--- src/rtl/dragonfang_floating_point_pkg.sv ---
// Shared types for the vector FP min/max datapath and its issue/retire sequencer.
package dragonfang_floating_point_pkg;

    localparam int unsigned VLEN                 = 64;
    localparam int unsigned VFP_MINMAX_TAG_WIDTH = 4;
    localparam int unsigned VFP_MINMAX_LATENCY   = 2;

    typedef enum logic {
        VfpOpMin = 1'b0,
        VfpOpMax = 1'b1
    } vfp_minmax_op_e;

    typedef struct packed {
        vfp_minmax_op_e op;
        logic [1:0]     vsew;
        logic           vm;
    } execution_vector_t;

    typedef logic [VFP_MINMAX_TAG_WIDTH-1:0] vfp_minmax_tag_t;

    typedef struct packed {
        logic [VLEN-1:0] vd;
        vfp_minmax_tag_t tag;
    } vfp_minmax_rsp_t;

    typedef enum logic {
        StRun   = 1'b0,
        StFlush = 1'b1
    } vfp_minmax_seq_state_t;

endpackage

--- src/rtl/vector_floating_point_result_fifo.sv ---
// Response FIFO for the min/max sequencer: synchronous write/pop, clear, occupancy count.
module vector_floating_point_result_fifo #(
    parameter int unsigned Width = 8,
    parameter int unsigned Depth = 4
) (
    input  logic                     clock_i,
    input  logic                     reset_i,
    input  logic                     clear_i,
    input  logic                     wr_en_i,
    input  logic [Width-1:0]         wr_data_i,
    input  logic                     pop_i,
    output logic [Width-1:0]         rd_data_o,
    output logic                     empty_o,
    output logic [$clog2(Depth):0]   count_o
);

    localparam int unsigned PtrW = $clog2(Depth);

    logic [PtrW:0]      wr_ptr_q, wr_ptr_d;
    logic [PtrW:0]      rd_ptr_q, rd_ptr_d;
    logic [Width-1:0]   mem_q [Depth];
    logic               full;

    assign count_o   = wr_ptr_q - rd_ptr_q;
    assign empty_o   = (count_o == '0);
    assign full      = (count_o == ($clog2(Depth) + 1)'(Depth));
    assign rd_data_o = mem_q[rd_ptr_q[PtrW-1:0]];

    always_comb begin
        wr_ptr_d = wr_ptr_q;
        rd_ptr_d = rd_ptr_q;
        if (clear_i) begin
            wr_ptr_d = '0;
            rd_ptr_d = '0;
        end else begin
            if (wr_en_i) begin
                wr_ptr_d = wr_ptr_q + (PtrW + 1)'(1);
            end
            if (pop_i && !empty_o) begin
                rd_ptr_d = rd_ptr_q + (PtrW + 1)'(1);
            end
        end
    end

    always_ff @(posedge clock_i or posedge reset_i) begin
        if (reset_i) begin
            wr_ptr_q <= '0;
            rd_ptr_q <= '0;
        end else begin
            wr_ptr_q <= wr_ptr_d;
            rd_ptr_q <= rd_ptr_d;
        end
    end

    always_ff @(posedge clock_i) begin
        if (wr_en_i && !clear_i) begin
            mem_q[wr_ptr_q[PtrW-1:0]] <= wr_data_i;
        end
    end

    // Credits upstream are what keep this from ever firing.
    assert property (@(posedge clock_i) disable iff (reset_i) !(wr_en_i && full && !clear_i));

endmodule

--- src/rtl/vector_floating_point_minmax_sequencer.sv ---
// Issue/retire controller for the registered vector FP min/max unit.
// Optional perf counters: define VFP_MINMAX_SEQ_PERF_COUNTERS_EN.
module vector_floating_point_minmax_sequencer
    import dragonfang_floating_point_pkg::*;
#(
    parameter int unsigned UNIT_LATENCY = VFP_MINMAX_LATENCY,
    parameter int unsigned RESULT_DEPTH = 4,
    parameter int unsigned TAG_WIDTH    = VFP_MINMAX_TAG_WIDTH
) (
    input  logic                  clock_i,
    input  logic                  reset_i,
    input  logic                  req_valid_i,
    output logic                  req_ready_o,
    input  execution_vector_t     req_execution_vector_i,
    input  logic [VLEN-1:0]       req_vs2_i,
    input  logic [VLEN-1:0]       req_vs1_i,
    input  logic [TAG_WIDTH-1:0]  req_tag_i,
    output execution_vector_t     unit_execution_vector_o,
    output logic [VLEN-1:0]       unit_vs2_o,
    output logic [VLEN-1:0]       unit_vs1_o,
    input  logic [VLEN-1:0]       unit_vd_i,
    output logic                  rsp_valid_o,
    input  logic                  rsp_ready_i,
    output logic [VLEN-1:0]       rsp_vd_o,
    output logic [TAG_WIDTH-1:0]  rsp_tag_o,
    input  logic                  flush_i,
`ifdef VFP_MINMAX_SEQ_PERF_COUNTERS_EN
    output logic [31:0]           perf_issued_o,
    output logic [31:0]           perf_stall_o,
`endif
    output logic                  busy_o
);

    localparam int unsigned CreditW = $clog2(RESULT_DEPTH + 1);
    localparam int unsigned DrainW  = $clog2(UNIT_LATENCY + 1);
    localparam int unsigned RspW    = VLEN + TAG_WIDTH;
    localparam logic [CreditW-1:0] CreditsFull = CreditW'(RESULT_DEPTH);
    localparam logic [DrainW-1:0]  DrainLoad   = DrainW'(UNIT_LATENCY);

    vfp_minmax_seq_state_t state_q, state_d;
    logic [CreditW-1:0]    credits_q, credits_d;
    logic [DrainW-1:0]     drain_q, drain_d;
    logic [UNIT_LATENCY-1:0]                pipe_vld_q, pipe_vld_d;
    logic [UNIT_LATENCY-1:0][TAG_WIDTH-1:0] pipe_tag_q, pipe_tag_d;

    logic                        in_run;
    logic                        fire;
    logic                        pop;
    logic                        fifo_wr;
    logic                        fifo_empty;
    logic [$clog2(RESULT_DEPTH):0] fifo_count;
    logic [RspW-1:0]             fifo_rd_data;

    assign in_run      = (state_q == StRun);
    assign req_ready_o = in_run && (credits_q != '0) && !flush_i;
    assign fire        = req_valid_i && req_ready_o;
    assign rsp_valid_o = !fifo_empty && in_run && !flush_i;
    assign pop         = rsp_valid_o && rsp_ready_i;
    // Results that surface while flushing belong to discarded work.
    assign fifo_wr     = pipe_vld_q[UNIT_LATENCY-1] && in_run && !flush_i;

    assign unit_execution_vector_o = fire ? req_execution_vector_i : '0;
    assign unit_vs2_o              = fire ? req_vs2_i : '0;
    assign unit_vs1_o              = fire ? req_vs1_i : '0;

    assign rsp_vd_o  = fifo_rd_data[RspW-1:TAG_WIDTH];
    assign rsp_tag_o = fifo_rd_data[TAG_WIDTH-1:0];
    assign busy_o    = !in_run || (pipe_vld_q != '0) || (fifo_count != '0);

    always_comb begin
        pipe_vld_d    = pipe_vld_q;
        pipe_tag_d    = pipe_tag_q;
        pipe_vld_d[0] = fire;
        pipe_tag_d[0] = req_tag_i;
        for (int i = 1; i < UNIT_LATENCY; i++) begin
            pipe_vld_d[i] = pipe_vld_q[i-1];
            pipe_tag_d[i] = pipe_tag_q[i-1];
        end
        if (flush_i) begin
            pipe_vld_d = '0;
        end
    end

    always_comb begin
        state_d   = state_q;
        credits_d = credits_q;
        drain_d   = drain_q;
        unique case (state_q)
            StRun: begin
                if (flush_i) begin
                    state_d = StFlush;
                    drain_d = DrainLoad;
                end else if (fire && !pop) begin
                    credits_d = credits_q - CreditW'(1);
                end else if (pop && !fire) begin
                    credits_d = credits_q + CreditW'(1);
                end
            end
            StFlush: begin
                if (flush_i) begin
                    drain_d = DrainLoad;
                end else if (drain_q <= DrainW'(1)) begin
                    state_d   = StRun;
                    drain_d   = '0;
                    credits_d = CreditsFull;
                end else begin
                    drain_d = drain_q - DrainW'(1);
                end
            end
            default: state_d = StRun;
        endcase
    end

    always_ff @(posedge clock_i or posedge reset_i) begin
        if (reset_i) begin
            state_q    <= StRun;
            credits_q  <= CreditsFull;
            drain_q    <= '0;
            pipe_vld_q <= '0;
            pipe_tag_q <= '0;
        end else begin
            state_q    <= state_d;
            credits_q  <= credits_d;
            drain_q    <= drain_d;
            pipe_vld_q <= pipe_vld_d;
            pipe_tag_q <= pipe_tag_d;
        end
    end

    vector_floating_point_result_fifo #(
        .Width (RspW),
        .Depth (RESULT_DEPTH)
    ) u_result_fifo (
        .clock_i   (clock_i),
        .reset_i   (reset_i),
        .clear_i   (flush_i),
        .wr_en_i   (fifo_wr),
        .wr_data_i ({unit_vd_i, pipe_tag_q[UNIT_LATENCY-1]}),
        .pop_i     (pop),
        .rd_data_o (fifo_rd_data),
        .empty_o   (fifo_empty),
        .count_o   (fifo_count)
    );

`ifdef VFP_MINMAX_SEQ_PERF_COUNTERS_EN
    logic [31:0] perf_issued_q, perf_issued_d;
    logic [31:0] perf_stall_q, perf_stall_d;

    always_comb begin
        perf_issued_d = perf_issued_q;
        perf_stall_d  = perf_stall_q;
        if (fire && (perf_issued_q != '1)) begin
            perf_issued_d = perf_issued_q + 32'd1;
        end
        if (req_valid_i && !req_ready_o && (perf_stall_q != '1)) begin
            perf_stall_d = perf_stall_q + 32'd1;
        end
    end

    always_ff @(posedge clock_i or posedge reset_i) begin
        if (reset_i) begin
            perf_issued_q <= '0;
            perf_stall_q  <= '0;
        end else begin
            perf_issued_q <= perf_issued_d;
            perf_stall_q  <= perf_stall_d;
        end
    end

    assign perf_issued_o = perf_issued_q;
    assign perf_stall_o  = perf_stall_q;
`endif

endmodule

--- config.mk ---
export PLATFORM = sky130hd
export DESIGN_NAME = vector_floating_point_minmax_sequencer
export DESIGN_NICKNAME = d
export VERILOG_FILES = /design/src/rtl/dragonfang_floating_point_pkg.sv /design/src/rtl/vector_floating_point_result_fifo.sv /design/src/rtl/vector_floating_point_minmax_sequencer.sv
export SDC_FILE = /design/constraint.sdc
export NUM_CORES = 1
export LEC_CHECK = 0
export BUFFER_PORTS_ARGS = -buffer_cell sky130_fd_sc_hd__buf_2
export CAP_MARGIN = 20
export CELL_PAD_IN_SITES_DETAIL_PLACEMENT = 1
export CELL_PAD_IN_SITES_GLOBAL_PLACEMENT = 2
export CORE_ASPECT_RATIO = 1.5
export CORE_MARGIN = 1.5
export CORE_UTILIZATION = 36
export CTS_BUF_LIST = sky130_fd_sc_hd__clkbuf_8
export DETAILED_ROUTE_END_ITERATION = 8
export GPL_TIMING_DRIVEN = 0
export PLACE_DENSITY_LB_ADDON = 0.2
export RECOVER_POWER = 100
export SLEW_MARGIN = 40
export SYNTH_ARGS = -nofsm -noshare
export SYNTH_HDL_FRONTEND = slang
export SYNTH_SLANG_ARGS = --single-unit
--- constraint.sdc ---
create_clock -name clock_i -period 3.42 [get_ports clock_i]
set_input_delay 0.342 -clock clock_i [delete_from_list [all_inputs] [get_ports clock_i]]
set_output_delay 0.342 -clock clock_i [all_outputs]
set_load 0.1 [all_outputs]
* After elaboration in Yosys (flattened, before gate mapping)
Memories as Yosys holds them, arrays and structs flattened. Index checks and enable logic that the tools add are counted.
Operators by class: muxes and demuxes 24, magnitude comparators 1, reduce and logical (&&, ||, !) cells 25, bitwise logic cells 1, add/sub/neg operators 6, equal/unequal tests 5
Operators with widths (count):
- $mux W64 | 2
- $mux W3 | 9
- $logic_and A1 B1 Y1 | 12
- $add A3 B1 Y3 const B | 3
- $mux W2 | 4
- $ne A2 B2 Y1 const B | 3
- $pmux W3 S2 | 1
- $reduce_bool A2 Y1 | 3
- $reduce_bool A3 Y1 | 2
- $mux W1 | 5
- $logic_not A1 Y1 | 4
- $mux W4 | 1
- $pmux W2 S2 | 1
- $reduce_and A4 Y1 | 1
- $logic_not A3 Y1 | 1
- $ne A3 B1 Y1 const B | 1
- $sub A3 B1 Y3 const B | 1
- $sub A3 B3 Y3 | 1
- $le A2 B1 Y1 const B | 1
- $logic_or A1 B1 Y1 | 2
- $ne A2 B1 Y1 const B | 1
- $pmux W1 S2 | 1
- $sub A2 B1 Y2 const B | 1
- $not A1 Y1 | 1
Word-level totals: memories kept 1, output and inout port bits 203, flip-flop bits (word level) 22, word-level logic and storage cells 71, bits in writable memories 272, input bits 205
Memories:
- u_result_fifo.mem_q | depth 4, bits a word 68, read ports 1, clocked after memory_dff 0, wr ports 1, line vector_floating_point_result_fifo.sv:21 | logic [Width-1:0] mem_q [Depth];

* Longest topological paths before layout
word-level depth 11, mapped depth 12

* By module
A second synthesis with hierarchy kept.
Second synthesis, totals: cells, all modules 620, area, all modules 11862.6 µm²
Modules (own cells, without submodules):
- vector_floating_point_result_fifo | area an instance 10234.8 µm², cells each 403, instances 1, seq. area each 8318.0 µm²
- vector_floating_point_minmax_sequencer | area an instance 1627.8 µm², cells each 217, instances 1, seq. area each 401.6 µm²

* Worst setup path before layout
OpenSTA, ideal clock, no wires.
kind reg-to-output, start point reg u_result_fifo.rd_ptr_q[1], end point out rsp_valid_o, stages on the path, launching flop included 9, buffers on the path 2, path slack -485 ps, arrival time 3563 ps, required time 3078 ps, cell sequence dfrtp_1 -> clkbuf_1 -> clkbuf_1 -> inv_1 -> ha_1 -> nor2b_1 -> xnor2_1 -> nor2_1 -> nor3_1
On the way: longest elaborated chain between the ends 5
RTL lines:
- start, declared | line vector_floating_point_result_fifo.sv:20 | logic [PtrW:0] rd_ptr_q, rd_ptr_d;
- start signal, assigned | line vector_floating_point_result_fifo.sv:51 | rd_ptr_q <= rd_ptr_d;
- $sub A3 B3 Y3 | line vector_floating_point_result_fifo.sv:24 | assign count_o = wr_ptr_q - rd_ptr_q;
- $logic_not A3 Y1 | line vector_floating_point_result_fifo.sv:25 | assign empty_o = (count_o == '0);
- $logic_not A1 Y1 | line vector_floating_point_minmax_sequencer.sv:57 | assign rsp_valid_o = !fifo_empty && in_run && !flush_i;
- $logic_and A1 B1 Y1 (2 in series) | line vector_floating_point_minmax_sequencer.sv:57
- end, declared | line vector_floating_point_minmax_sequencer.sv:22 | output logic rsp_valid_o,
Every way passes these cells.

* Worst setup path in the final report
start point reg u_result_fifo.rd_ptr_q[0], end point out rsp_vd_o[38]
On the way: longest elaborated chain between the ends 1
RTL lines:
- $mem_v2 Z4 W68
- end, declared | line vector_floating_point_minmax_sequencer.sv:24 | output logic [VLEN-1:0] rsp_vd_o,
Every way passes these cells.

==> impl_metrics.csv <==
group,metric,value,unit
critical_path,path_cells,"clkbuf_2 > clkbuf_2 > clkbuf_4 > mux4_2 > buf_2",
critical_path,critPathKind,"reg -> out",
synthesis,yosys.area.top_type_share,69.3,%
critical_path,path_delay_family,"buffers and inverters",
timing,post-route-period-util,93.6,%
placement,post_dp_cell_area,0.0145,mm2
layout,area_growth,34.1,%
power_and_ir_drop,p_leak,6.16,nW
clock_tree,htreeDepth,2,
critical_path,cp-startpoint,"u_result_fifo.rd_ptr_q[0]$_DFFE_PP0P_",
clock_tree,clkLatencyLatePin,0.57,ns
global_route,track_usage,20.8,%
power_and_ir_drop,power_density,471,mW/mm2
drt,drc,0,
floorplanning,rows,81,
critical_path,required,3.08,ns
layout,nNetsFinal,1353,
floorplanning,chipHeight,225,um
layout,drive_gt1_share,41.9,%
clock_tree,numCtsBuffers,44,
placement,place_congestion,0.906,
clock_tree,post-cts-setup-buffers,0,
drt,drtIter0Drc,322,
clock_tree,cts.sinks,294,
timing,finalCriticalPeriod,3.20,ns
drt,viasPerCell,4.76,
floorplanning,initial_utilization,36.4,%
global_route,grt_max_degree,34,
timing,skew,0.0288,ns
layout,n_fill_cell,3374,
synthesis,synth_area_leaders,"edfxtp_1 (69%), mux4_2 (13%), and2_1 (7.1%)",
power_and_ir_drop,power,7.44,mW
hold_path,hold_path_startpoint,"rsp_ready_i",
timing,hold_viol_final,0,
global_route,use_met2,36.7,%
critical_path,path_common_cell,"clkbuf_2",
critical_path,worstReg2RegEnd,"u_result_fifo.mem_q[3][65]$_DFFE_PP_",
clock_tree,cts.clk_slew.worst_paths,0.06,ns
floorplanning,io_pins,408,
drt,avgRoutedWirePerCell,22.0,um
placement,portBuffers,407,
timing,setup_viol,0,
synthesis,yosys.cell_types.count,37,
layout,stdcell_count,1591,
synthesis,synth_nets,823,
layout,fin_area,0.0158,mm2
drt,first_pass_iters,4,
global_route,grt-busiest-layer,"met2",
critical_path,cp_max_fo,10,
drt,postRouteAntennaNets,0,
placement,placed_cells,1440,
timing,max_freq,312,MHz
layout,fin_util,48.8,%
timing,rsz0062_at_grt,"false",
floorplanning,die_width,151,um
global_route,antenna_found_initial,2,
timing,worstMarginPinSlew,1.46,ns
critical_path,r2r_cells,4,
layout,layout_common_cells,"edfxtp_1 (272), clkbuf_2 (194), buf_2 (165), and2_1 (126), clkbuf_1 (85)",
synthesis,yosysSeqAreaShare,73.9,%
drt,routed_wl,35.1,mm
synthesis,synth_top_area_cell,"edfxtp_1",
floorplanning,core-area,0.0324,mm2
critical_path,max_stage_delay,0.54,ns
hold_path,hold_depth,4,
status,status,"finished, final reports clean",
placement,hpwl,26.6,mm
clock_tree,cts_tree,"built",
critical_path,endpoint_kind,"output pin",
synthesis,synth-seq-cells,294,
hold_path,hold_path.class,"in -> reg",
timing,slew_headroom,2.51,%
critical_path,cp-start-kind,"register",
power_and_ir_drop,ir_worst_vdd,0.205,mV
synthesis,ys_warn_count,0,
critical_path,crit_buf_inv,4,
global_route,grt_overflow,0,
critical_path,reg2reg_from,"state_q$_DFF_PP0_",
synthesis,synth_area,0.0118,mm2
layout,final_common_cell,"edfxtp_1",
global_route,gr-usage-met1,23.7,%
clock_tree,clk_path_buf_depth,3,
global_route,grt_pass1_wl,50.9,mm
global_route,grt_pass1_vias,8335,
flow_run,cap_viol_max_count,0,
critical_path,timing.reg2reg.setup_slack,0.30,ns
floorplanning,die_area,0.0339,mm2
critical_path,slowest_stage,"mux4_2",
global_route,use_met3,6.23,%
synthesis,syn_inst,610,
synthesis,syn_avg_cell_area,19.3,um2
drt,vias,7572,
timing,maxSlewViolCount,0,
clock_tree,clock_tree.root_cell,"clkbuf_8",
critical_path,worstPathArrival,2.86,ns
hold_path,hold_end,"u_result_fifo.rd_ptr_q[2]$_DFFE_PP0P_",
==> state kept, by name, summed over array words and instances (netlist names) <==
| signal | cells |
|---|---|
| credits_q | 3 |
| drain_q | 2 |
| pipe_tag_d | 4 |
| pipe_tag_q | 4 |
| pipe_vld_q | 2 |
| state_q | 1 |
| u_result_fifo.mem_q | 272 |
| u_result_fifo.rd_ptr_q | 3 |
| u_result_fifo.wr_ptr_q | 3 |
==> cells in the mapped netlist (all sizes together) <==
master   instances
inv              6
a21oi            2
nand4            1
fa               1
nor2b            3
xnor2            3
and3             6
xor2             3
mux2             1
nand3            2
a211oi           1
o311ai           1
nand4b           1
o21bai           2
ha               7
nand2b           3
mux2i            2
clkbuf          22
o2111ai          1
nor3             2
nor4             2
buf             11
mux4            68
o21ai            3
o21a             1
o31a             1
edfxtp         272
and2           133
dfstp            1
a21o             1
dfrtp           21
nand2            8
o211ai           1
nor2            17
==> worst max-delay path by stage <==
| stage | to | slack (ns) | depth (start not counted) |
|---|---|---|---|
| floorplan | rsp_valid_o | 0.37 | 8 |
| global placement | u_result_fifo.mem_q[1][31]$_DFFE_PP_ | -0.85 | 3 |
| detailed placement | credits_q[1]$_DFFE_PP0P_ | -0.21 | 12 |
| CTS | unit_vs2_o[46] | 0.09 | 7 |
| global route | unit_vs1_o[20] | 0.01 | 7 |
| finish | rsp_vd_o[38] | 0.22 | 5 |
==> final cells by class <==
cell class,count,area (um2),share of cell area [%]
timing repair buffer,484,2700,17.1
antenna,1,2.50,0.0158
multi-input combinational,277,2910,18.4
clock buffer,47,647,4.09
sequential,294,8720,55.1
inverter,6,22.5,0.142
clock inverter,34,149,0.942
tap,415,519,3.28
buffer,33,144,0.910
==> metrics by stage <==
| step | hold slack [ns] | setup slack (ns) | setup TNS (ns) |
|---|---|---|---|
| global placement | 0.335 | -0.845 | -221.01 |
| finish | 0.194 | 0.219 | 0 |
| detailed placement | 0.340 | -0.205 | -0.336 |
| global route | 0.205 | 0.0104 | 0 |
| floorplan | 0.330 | 0.365 | 0 |
| CTS | 0.155 | 0.0934 | 0 |
==> timing repair <==
action | 4_1_cts | 5_1_grt
hold buffers | 69 | 0
gates resized for setup | 7 | 5
endpoints found under the hold margin | 281 | 0
setup endpoints to repair | 6 | 6
==> power breakdown <==
group / switching (mW) / leakage, nW / internal [mW] / total [mW]
logic: 0.641 / 2.96 / 0.227 / 0.869
clock network: 1.29 / 0.474 / 1.28 / 2.57
registers: 0.0471 / 2.72 / 3.96 / 4.01
==> logic make-up after synthesis <==
group | synth area share [%]
fa+ha+maj | 0.912
flops | 73.9
buf+inv | 1.38
mux | 13.3
compound gates | 1.05
xor+xnor | 0.446
simple gates | 9.03
==> worst reg2reg max path, stage by stage (launching register included) <==
cell and delay [ns]:
dfrtp_1 0.46, nor2_8 0.23, and3_1 0.94, clkbuf_2 0.77
buf_6 0.37
==> routing by layer <==
metal / vias up / part of all wire, %
met5: - / 0.037
met4: 2 / 2.5
met3: 40 / 7.4
met2: 311 / 53
met1: 3794 / 37
li1: 3425 / -
Note: power is estimated with default switching activity, not from simulation.
